[config.mk]
export PLATFORM = sky130hd
export DESIGN_NAME = dmem_arbiter
export DESIGN_NICKNAME = d
export VERILOG_FILES = /design/src/rtl/dmem_pkg.sv /design/src/rtl/dmem_arb_pick.sv /design/src/rtl/dmem_arbiter.sv
export SDC_FILE = /design/constraint.sdc
export NUM_CORES = 1
export LEC_CHECK = 0
export ABC_AREA = 1
export CAP_MARGIN = 15
export CELL_PAD_IN_SITES_DETAIL_PLACEMENT = 1
export CELL_PAD_IN_SITES_GLOBAL_PLACEMENT = 1
export CORE_MARGIN = 3
export CORE_UTILIZATION = 28
export CTS_CLUSTER_SIZE = 8
export DETAILED_ROUTE_END_ITERATION = 12
export PLACE_DENSITY = 0.88
export SYNTH_ARGS = -nofsm -noshare
export SYNTH_HDL_FRONTEND = slang
export SYNTH_SLANG_ARGS = --single-unit
[constraint.sdc]
create_clock -name clk -period 1.75 [get_ports clk]
set_clock_uncertainty 0.15 [all_clocks]
set_input_delay 0.35 -clock clk [delete_from_list [all_inputs] [get_ports clk]]
set_output_delay 0.35 -clock clk [all_outputs]
set_load 0.02 [all_outputs]
[src/rtl/dmem_pkg.sv]
// Shared types and constants for the data-memory arbiter family.
// DMEM_ADDR_W/DMEM_DATA_W are the widest addr/data an arbiter instance may use.
package dmem_pkg;

    localparam int DMEM_ADDR_W = 32;
    localparam int DMEM_DATA_W = 32;
    localparam int STARVE_W    = 4;

    localparam logic [2:0] F3_B  = 3'b000;
    localparam logic [2:0] F3_H  = 3'b001;
    localparam logic [2:0] F3_W  = 3'b010;
    localparam logic [2:0] F3_BU = 3'b100;
    localparam logic [2:0] F3_HU = 3'b101;

    typedef enum logic {IDLE = 1'b0, ACCESS = 1'b1} state_e;
    typedef enum logic {OWN_C = 1'b0, OWN_D = 1'b1} owner_e;

    typedef struct packed {
        logic [DMEM_ADDR_W-1:0] addr;
        logic [DMEM_DATA_W-1:0] wdata;
        logic                   we;
        logic [2:0]             funct3;
        owner_e                 owner;
    } dmem_cmd_t;

    // Half-words must be 2-byte aligned, words 4-byte aligned; bytes never trap.
    function automatic logic misaligned(input logic [2:0] f3, input logic [1:0] a);
        logic r;
        case (f3)
            F3_H, F3_HU: r = a[0];
            F3_W:        r = (a != 2'b00);
            default:     r = 1'b0;
        endcase
        return r;
    endfunction

endpackage

[src/rtl/dmem_arb_pick.sv]
// Two-way winner selection: core has priority unless the DMA port has been
// passed over STARVE_LIMIT times in a row.
module dmem_arb_pick
    import dmem_pkg::*;
#(
    parameter int STARVE_LIMIT = 4
) (
    input  logic                c_valid,
    input  logic                d_valid,
    input  logic [STARVE_W-1:0] starve,
    output logic                pick_c,
    output logic                pick_d
);

    always_comb begin
        pick_d = d_valid && (!c_valid || (starve == STARVE_W'(STARVE_LIMIT)));
        pick_c = c_valid && !pick_d;
    end

endmodule

[src/rtl/dmem_arbiter.sv]
// Shares one data-memory port between core (C) and DMA/debug (D) requesters.
// Optional DMEM_ARB_MISALIGN_TRAP_EN adds c_rsp_err/d_rsp_err and suppresses misaligned accesses.
module dmem_arbiter
    import dmem_pkg::*;
#(
    parameter int ADDR_W       = 32,
    parameter int DATA_W       = 32,
    parameter int STARVE_LIMIT = 4
) (
    input  logic              clk,
    input  logic              rst_n,
    input  logic              c_valid,
    output logic              c_ready,
    input  logic [ADDR_W-1:0] c_addr,
    input  logic [DATA_W-1:0] c_wdata,
    input  logic              c_we,
    input  logic [2:0]        c_funct3,
    input  logic              d_valid,
    output logic              d_ready,
    input  logic [ADDR_W-1:0] d_addr,
    input  logic [DATA_W-1:0] d_wdata,
    input  logic              d_we,
    input  logic [2:0]        d_funct3,
    output logic              c_rsp_valid,
    output logic [DATA_W-1:0] c_rsp_rdata,
    output logic              d_rsp_valid,
    output logic [DATA_W-1:0] d_rsp_rdata,
`ifdef DMEM_ARB_MISALIGN_TRAP_EN
    output logic              c_rsp_err,
    output logic              d_rsp_err,
`endif
    output logic [ADDR_W-1:0] mem_addr,
    output logic [DATA_W-1:0] mem_write_data,
    output logic              mem_write,
    output logic              mem_read,
    output logic [2:0]        mem_funct3,
    input  logic [DATA_W-1:0] mem_read_data
);

    state_e              state;
    dmem_cmd_t           cmd;
    dmem_cmd_t           nxt;
    logic [STARVE_W-1:0] starve;
    logic                pick_c, pick_d;
    logic                misal;
    logic                wr_q, rd_q, trap_q;
    logic [DATA_W-1:0]   rsp_data;

    dmem_arb_pick #(.STARVE_LIMIT(STARVE_LIMIT)) u_pick (
        .c_valid (c_valid),
        .d_valid (d_valid),
        .starve  (starve),
        .pick_c  (pick_c),
        .pick_d  (pick_d)
    );

    assign c_ready = rst_n && (state == IDLE) && pick_c;
    assign d_ready = rst_n && (state == IDLE) && pick_d;

    always_comb begin
        nxt = '0;
        if (pick_d) begin
            nxt.addr   = DMEM_ADDR_W'(d_addr);
            nxt.wdata  = DMEM_DATA_W'(d_wdata);
            nxt.we     = d_we;
            nxt.funct3 = d_funct3;
            nxt.owner  = OWN_D;
        end else begin
            nxt.addr   = DMEM_ADDR_W'(c_addr);
            nxt.wdata  = DMEM_DATA_W'(c_wdata);
            nxt.we     = c_we;
            nxt.funct3 = c_funct3;
            nxt.owner  = OWN_C;
        end
    end

`ifdef DMEM_ARB_MISALIGN_TRAP_EN
    assign misal = misaligned(nxt.funct3, nxt.addr[1:0]);
`else
    assign misal = 1'b0;
`endif

    // Strobes are gated by rst_n so a reset raised inside ACCESS kills the
    // negedge write before the synchronous reset itself takes effect.
    assign mem_write      = wr_q && rst_n;
    assign mem_read       = rd_q && rst_n;
    assign mem_addr       = cmd.addr[ADDR_W-1:0];
    assign mem_write_data = cmd.wdata[DATA_W-1:0];
    assign mem_funct3     = cmd.funct3;
    assign rsp_data       = (cmd.we || trap_q) ? '0 : mem_read_data;

    always_ff @(posedge clk) begin
        if (!rst_n) begin
            state       <= IDLE;
            cmd         <= '0;
            starve      <= '0;
            wr_q        <= 1'b0;
            rd_q        <= 1'b0;
            trap_q      <= 1'b0;
            c_rsp_valid <= 1'b0;
            d_rsp_valid <= 1'b0;
            c_rsp_rdata <= '0;
            d_rsp_rdata <= '0;
        end else begin
            c_rsp_valid <= 1'b0;
            d_rsp_valid <= 1'b0;
            case (state)
                IDLE: begin
                    if (c_ready || d_ready) begin
                        cmd    <= nxt;
                        trap_q <= misal;
                        wr_q   <= nxt.we && !misal;
                        rd_q   <= !nxt.we && !misal;
                        state  <= ACCESS;
                    end
                    if (d_ready)
                        starve <= '0;
                    else if (c_ready && d_valid) begin
                        if (starve < STARVE_W'(STARVE_LIMIT))
                            starve <= starve + 1'b1;
                    end else if (!d_valid)
                        starve <= '0;
                end
                ACCESS: begin
                    wr_q  <= 1'b0;
                    rd_q  <= 1'b0;
                    state <= IDLE;
                    if (cmd.owner == OWN_D) begin
                        d_rsp_valid <= 1'b1;
                        d_rsp_rdata <= rsp_data;
                    end else begin
                        c_rsp_valid <= 1'b1;
                        c_rsp_rdata <= rsp_data;
                    end
                end
                default: state <= IDLE;
            endcase
        end
    end

`ifdef DMEM_ARB_MISALIGN_TRAP_EN
    always_ff @(posedge clk) begin
        if (!rst_n) begin
            c_rsp_err <= 1'b0;
            d_rsp_err <= 1'b0;
        end else begin
            c_rsp_err <= (state == ACCESS) && (cmd.owner == OWN_C) && trap_q;
            d_rsp_err <= (state == ACCESS) && (cmd.owner == OWN_D) && trap_q;
        end
    end
`endif

endmodule

# --- Word-level counts from Yosys, hierarchy flattened ---
# Cells that the tools add are included.
totals:
  ff_bits: 142
  latchBits: 0
  ramBits: 0
  mem_bits_ro: 0
  input_bits: 172
  out_inout_bits: 137
  elab_cells: 53
  mem_count: 0
op_classes:
  add_sub_neg: 1
  mul: 0
  div_mod_pow: 0
  n_lt_le_gt_ge: 1
  eq_ne: 4
  n_shift: 0
  muxes: 14
  n_bitwise: 2
  n_reduce_logical: 18
ops:
  columns: ["operator", "count"]
  rows:
  - ["69-bit two-way mux", 1]
  - ["32-bit two-way mux", 1]
  - ["4-bit two-way mux", 4]
  - ["1-bit logical AND", 8]
  - ["2-bit AND reduction", 4]
  - ["1-bit one-hot mux with 2 select lines", 3]
  - ["1-bit two-way mux", 5]
  - ["4-bit by 1-bit adder with 4-bit output, second input constant", 1]
  - ["4-bit by 3-bit == test with 1-bit output, second input constant", 1]
  - ["4-bit by 3-bit < comparator with 1-bit output, second input constant", 1]
  - ["1-bit zero test", 3]
  - ["3-bit by 1-bit != test with 1-bit output, second input constant", 1]
  - ["3-bit by 2-bit != test with 1-bit output, second input constant", 1]
  - ["3-bit AND reduction", 1]
  - ["1-bit logical OR", 2]
  - ["2-bit by 1-bit != test with 1-bit output, second input constant", 1]
  - ["1-bit NOT", 2]

# --- Logic depth before layout (Yosys ltp) ---
# Gate-level depths: netlist of the first run.
depth:
  ltp_word: 9
  mapped_depth: 10
  depth_no_buf: 10

# --- Hierarchy ---
# From an unflattened synthesis of the first run, not the netlist that was laid out.
unflattened:
  hier_cells: 840
  hier_area_um2: 6193.4
modules_own_cells:
  columns: ["module", "instances", "cells_per_inst", "area_per_inst_um2"]
  rows:
  - ["dmem_arbiter", 1, 827, 6135.9]
  - ["dmem_arb_pick", 1, 13, 57.6]

# --- Worst setup path before layout of the first run ---
# Ideal clock, no wire load.
synth_path:
  path_type: "reg-to-output"
  startpoint: "register starve[0]"
  endpoint: "output c_ready"
  t_arrival_ns: 1.411
  setup_slack_ns: -0.161
  path_stages_with_launch: 9
  n_path_buf: 1
  cell_sequence: "dfxtp_1 > inv_1 > ha_1 > nand3_1 > nand2_2 > nand2_2 > buf_2 > nand2_1 > nor2_1"
synth_between:
  elab_chain_len: 6
synth_rtl:
  columns: ["element", "line", "text"]
  rows:
  - ["from (decl)", "dmem_arbiter.sv:43", "logic [STARVE_W-1:0] starve;"]
  - ["from (signal assigned)", "dmem_arbiter.sv:120", "starve <= starve + 1'b1;"]
  - ["4-bit by 3-bit == test with 1-bit output", "dmem_arb_pick.sv:16", "pick_d = d_valid && (!c_valid || (starve == STARVE_W'(STARVE_LIMIT)));"]
  - ["1-bit logical OR", "dmem_arb_pick.sv:16", null]
  - ["1-bit logical AND", "dmem_arb_pick.sv:16", null]
  - ["1-bit zero test", "dmem_arb_pick.sv:17", "pick_c = c_valid && !pick_d;"]
  - ["1-bit logical AND", "dmem_arb_pick.sv:17", null]
  - ["1-bit logical AND", "dmem_arbiter.sv:57", "assign c_ready = rst_n && (state == IDLE) && pick_c;"]
  - ["to (decl)", "dmem_arbiter.sv:13", "output logic c_ready,"]
# Every way passes these cells.

# --- Worst setup path after layout of the first run ---
layout_path:
  startpoint: "register starve[1]"
  endpoint: "output c_ready"
# The elaborated chain is that of the path after synthesis.

==> metrics, run 1 <==
outcome finished, violations left; failing checks setup timing; Synth warnings 0; overflow left after global routing 0; H-Tree Depth 4; DP HPWL 17.7 mm; final hold violations 0; Final Non-Filler Cells 1417; Max Freq 512 MHz; first-pass GRT wire length 40.2 mm; die width 158 um; Routed WL 27.2 mm; gpl congestion 0.757; syn_area_per_cell 7.55 um^2; pre-CTS WS -575 ps; CTS Buffer Depth 2; worst setup path class flop to output port; cell family with most CP delay simple AND/OR/NAND/NOR gates; Least-Margin Pin Slew 741 ps; Tot Pwr 9.51 mW; Nets 1291; Num CTS Buffers 17; Area growth syn-to-layout 64.0%; switching power total 2.83 mW; area leader, netlist dfxtp_1; CP max stage delay 340 ps; Sw Share 29.8%; initial antenna violation count 2; Worst Setup Slack, final -201 ps; slowest stage cell, crit path dfxtp_2; Async S/R FF share, synth 0%; Cell Area, Synth 6480 um^2; TNS Setup -3150 ps; RSZ-0062 raised after global routing true; pwr dens 895 nW/um^2; HP Class input port to flop; residual DRC count 0; Arr. time, crit path 1450 ps; layout cell share with drive strength beyond 1 18.1%; register bit count reported by yosys 142; Die ar. 25000 um^2; Post-synth EDFFs 0; setup violators final 64; vias 6935; largest net degree at the start of global routing 79; Yosys cell types 20; Max-Cap Viols 0; buffers plus inverters on the worst setup path 2; crit path launch type flop; Clock Pin Slew Worst Setup and Hold Paths 60 ps; area occupied by registers 2850 um^2; syn nets 1032; CTS tree yes; Clock Latency Late Sink 410 ps; worst ir drop on vdd 0.509 mV; DR pass1 iterations 4; period utilization 112%; area of the multi-input gates 2740 um^2; DRT iter0 DRCs 287; Crit. End Element output port; wire length per cell 19.2 um; clk sinks 142; Final min period 1950 ps; register area share after synthesis 43.9%; Reg2Reg Setup Slack -140 ps; post-route antenna net violation count 0; number of global-route vias before repair 7213; placed insts 1361; cell count after synthesis 858; synth top area cells dfxtp_1, nand3_1, buf_4; most frequent CP cell nand2_4; Synth top cells by count dfxtp_1, nand3_1, nand2_1; initial core utilization 28.5%; core box area 22700 um^2; gr usage total 20.5%; post-synth top area share 43.9%; IO Pins 309; IO Port Bufs 308; WP data required 1250 ps; Clk network pwr share 39.1%; internal power consumption 6.68 mW; Leak 5.11 nW; cell with the most instances after synthesis dfxtp_1; # rows 55; Slew Viols, Final 0; Fillers 2676; crit path cell chain inv_2 -> ha_4 -> nand3_4 -> nand2_4 -> nand2_4 -> nand2_4 -> nor2_4 -> buf_6; clock root cell clkbuf_16; vias per cell 4.89; Reg power frac 37.6%; Die Ht 158 um; Synth Flop Type dfxtp_1; crit-path max FO 3; Logic pwr share 23.3%; relative slew slack 50.6%
==> sequential cells by signal (all words and copies together) (netlist names) <==
register	flops
c_rsp_rdata	32
d_rsp_rdata	32
mem_addr	32
mem_write_data	32
starve	4
mem_funct3	3
cmd	2
c_rsp_valid	1
d_rsp_valid	1
rd_q	1
state	1
wr_q	1
==> routing by layer <==
metal	vias to the layer above	share of wire (%)	track usage [%]
li1	3313	-	-
met1	3320	39	22.9
met2	268	49	36.3
met3	34	9.3	7.38
met4	0	2.6	6.72
met5	-	0	0
==> area by class of cell <==
cell class,count,share of cell area [%]
Clock inverter,13,1.44
Multi-Input combinational cell,493,25.7
Antenna cell,2,0.0471
Inverter,88,3.15
Clock buffer,19,4.17
Timing Repair Buffer,375,35.3
Tap cell,285,3.35
Sequential cell,142,26.8
==> cells in the final DEF, fill, tap and decap left out, types with 2 or more instances in the layout <==
cell type        instances
inv_2                   53
a21oi_1                 61
buf_16                  13
buf_12                   4
clkbuf_16               18
buf_4                   46
nand2_1                102
nand2_2                  6
bufinv_16                2
dfxtp_2                  2
nand3_2                 14
buf_8                    2
buf_6                    4
dlygate4sd2_1          133
nand2_4                 14
nand3_4                  2
o211ai_1                67
nand3_1                125
diode_2                  2
a21oi_2                  2
dfxtp_1                140
o21ai_0                 57
inv_1                   34
o21ai_1                  2
nor2_1                  31
clkbuf_2                 2
nor2_4                   4
inv_6                    6
clkdlybuf4s50_1        169
inv_8                    2
clkinv_2                 2
==> through the flow <==
stage / area, um^2 / hold slack (ps) / util [%]
after detailed placement: 9490 / 302 / 41.8
after global routing: 10600 / 232 / 46.8
after CTS: 10400 / 216 / 45.8
after floorplan: 6490 / 289 / -
after global placement: 9490 / 299 / 41.8
final: 10600 / 235 / 46.8
==> logic make-up (layout without fill, tap and decap cells) <==
| kind of cell | after synthesis | after routing | share of synthesized area, % |
|---|---|---|---|
| adder cells (fa/ha/maj) | 2 | 2 | 0.386 |
| AO/OA/AOI/OAI | 190 | 190 | 17.3 |
| AND/OR/NAND/NOR | 300 | 300 | 20.4 |
| XOR/XNOR | 1 | 1 | 0.135 |
| buffers and inverters | 223 | 495 | 17.9 |
| flip-flops | 142 | 142 | 43.9 |
| other | 0 | 2 | 0 |
==> power groups by stage <==
stage | Clock [mW] | Sequential [mW] | Combinational, mW
6_report | 3.71 | 3.58 | 2.22
4_1_cts | 3.81 | 3.58 | 2.15
3_3_place_gp | 0 | 3.63 | 2.01
3_5_place_dp | 0 | 3.65 | 2.06
2_1_floorplan | 0 | 3.72 | 1.03
5_1_grt | 3.92 | 3.61 | 2.38
==> repair_timing <==
item,CTS,global route
hold buffers,0,0
pin swaps,5,7
resized for setup,175,62
endpoints found under the hold margin,0,0
setup buffers,9,5
gates cloned,11,1
setup endpoints to repair,205,78
==> worst min-delay path: cells and delay by family <==
kind          cells  cell delay, ps
buf+inv           3             300
simple gates      1             100
==> path summary, 6_finish.rpt <==
path	from	end	cells past startpoint
max	starve[1]$_SDFFE_PN0P_	c_ready	8
min reg2reg	starve[3]$_SDFFE_PN0P_	starve[3]$_SDFFE_PN0P_	2
min	rst_n	starve[3]$_SDFFE_PN0P_	4
max reg2reg	starve[0]$_SDFFE_PN0P_	mem_write_data[22]$_SDFFE_PN0P_	13
No activity file was read; power rests on OpenSTA's default activity.
==> inputs of run 2 (changes only) <==
Clock period 1.75 ns to 2.2 ns, I/O delays scaled along.
==> run 2 against run 1 <==
Effect of this change:
- critical path type unchanged
- the run now ends clean
- largest power group unchanged
- register-to-register slack improved by 310 ps
- die area did not move
- wire length fell by 10%
- sequential power fell by 20%
- sequential share of layout area rose by 1.5 points
- first-iteration DRC count fell by 7.0%
- worst setup slack improved by 270 ps
- clock-buffer cell count fell by 1
- critical path depth did not move
- critical endpoint unchanged
==> metrics, run 2 (synthesis gave the netlist of run 1 again) <==
Max-Cap Viols 0 (unchanged); pre-CTS WS -353 ps (+222 ps); worst setup path class flop to output port; Diodes inserted 0 (-2); Routed WL 24.4 mm (-10%); number of global-route vias before repair 6963 (-3.5%); commonest non-fill, non-tap cell in the layout clkdlybuf4s50_1; DRT iter0 DRCs 267 (-7.0%); CTS Buffer Depth 2 (unchanged); overflow left after global routing 0 (unchanged); clock root cell clkbuf_16; wire length per cell 17.6 um (-8.1%); Leak 4.24 nW (-17%); post-route antenna net violation count 0 (unchanged); Arr. time, crit path 1550 ps (+100 ps); Worst Setup Slack, final 64.6 ps (+266 ps); most frequent cells in the layout clkdlybuf4s50_1, nand3_1, dfxtp_1; Hold Buf Count CTS 0 (unchanged); Tot Pwr 7.46 mW (-22%); Crit. End Element output port; Clock Pin Slew Worst Setup and Hold Paths 60 ps (about the same); Die ar. 25000 um^2 (unchanged); gpl congestion 0.778 (+2.8%); IO Pins 309 (unchanged); core box area 22700 um^2 (unchanged); final core occ 44.3% (-2.5 points); crit path launch type flop; final hold violations 0 (unchanged); Nets 1258 (-2.6%); vias per cell 4.81 (-1.7%); Slew Viols, Final 0 (unchanged); initial antenna violation count 0 (-2); R2R depth 11 (-2); Num CTS Buffers 17 (unchanged); clk sinks 142 (unchanged); WHS Path Cells 4 (unchanged); period utilization 97.1%; Reg2Reg Setup Slack 170 ps (+310 ps); Die Ht 158 um (unchanged); worst ir drop on vdd 0.407 mV (-20%); DP HPWL 17.1 mm (-3.3%); H-Tree Depth 4 (unchanged); # rows 55 (unchanged); largest net degree at the start of global routing 128 (+62%); first-pass GRT wire length 36.6 mm (-8.9%); pwr dens 741 nW/um^2 (-17%); residual DRC count 0 (unchanged); initial core utilization 28.5% (unchanged); setup violators final 0 (-100%); die width 158 um (unchanged); HP Class input port to flop; Max Freq 468 MHz; placed insts 1346 (-1.1%); outcome finished, final reports clean; crit-path max FO 4 (+1); Clock Latency Late Sink 410 ps (about the same); relative slew slack 62.6% (+12 points); Final min period 2140 ps; vias 6647 (-4.2%); Final Non-Filler Cells 1382 (-2.5%); Area growth syn-to-layout 55.4%; Least-Margin Pin Slew 560 ps (-181 ps); WP data required 1610 ps (+360 ps); DR pass1 iterations 7 (+3); layout cell share with drive strength beyond 1 12.2% (-5.9 points); gr usage total 18.4% (-2.1 points); IO Port Bufs 308 (unchanged); CTS tree yes; TNS Setup 0 ps (+3150 ps)
run 2: cell count changes in the layout (fill, tap and decap cells not counted), sizes merged:
cell,previous run,this run
buf,70,37
clkbuf,22,19
clkdlybuf4s50,169,304
clkinv,3,2
clkinvlp,1,2
diode,2,0
dlygate4sd2,133,0
inv,95,96
run 2: final cells by class:
cell class / count / area [um^2]
Timing Repair Buffer: 342 / 3410
Sequential cell: 142 / 2850
Tap cell: 285 / 357
Multi-Input combinational cell: 493 / 2520
Fill cell: 2701 / 12600
Clock buffer: 18 / 429
Inverter: 88 / 333
Clock inverter: 14 / 173
run 2: stage by stage:
step                      hold WS, ps  instance area, um^2
after floorplan                   289                 6480
after global placement            302                 9380
after detailed placement          302                 9380
after CTS                         253                10000
after global routing              289                10100
final                             280                10100
run 2: critical path, cell delays in order, from the launching register on:
cell,delay (ps)
dfxtp_2,330
inv_1,60
ha_2,190
nand3_4,80
nand2_4,70
nand2_4,90
nand2_2,70
nor2_4,110
buf_6,130
run 2: repair_timing:
item | 4_1_cts | 5_1_grt
setup buffers | 2 | 2
pin swaps | 3 | 3
setup endpoints to repair | 3 | 31
cloned | 0 | 0
resized for setup | 16 | 11
endpoints found under the hold margin | 0 | 0
run 2: path summary, 6_finish.rpt:
check,endpoint,from
worst max-delay path,c_ready,starve[0]$_SDFFE_PN0P_
worst min-delay path,mem_funct3[2]$_SDFFE_PN0P_,rst_n
worst max register to register,mem_write_data[4]$_SDFFE_PN0P_,starve[0]$_SDFFE_PN0P_
worst min register to register,starve[3]$_SDFFE_PN0P_,starve[3]$_SDFFE_PN0P_
run 2: layer usage:
metal  vias up  GRT usage (%)  wire length (um)
met2       256           31.6             11500
met1      3117           20.4              9650
met4         0           5.69               588
met3        35           8.58              2620
li1       3239              -                 -
met5         -              0                 0
run 2: report_power, final:
| part | internal [mW] | total, mW | switching [mW] |
|---|---|---|---|
| clock network | 1.72 | 2.98 | 1.26 |
| registers | 2.75 | 2.85 | 0.0985 |
| logic | 0.796 | 1.63 | 0.834 |
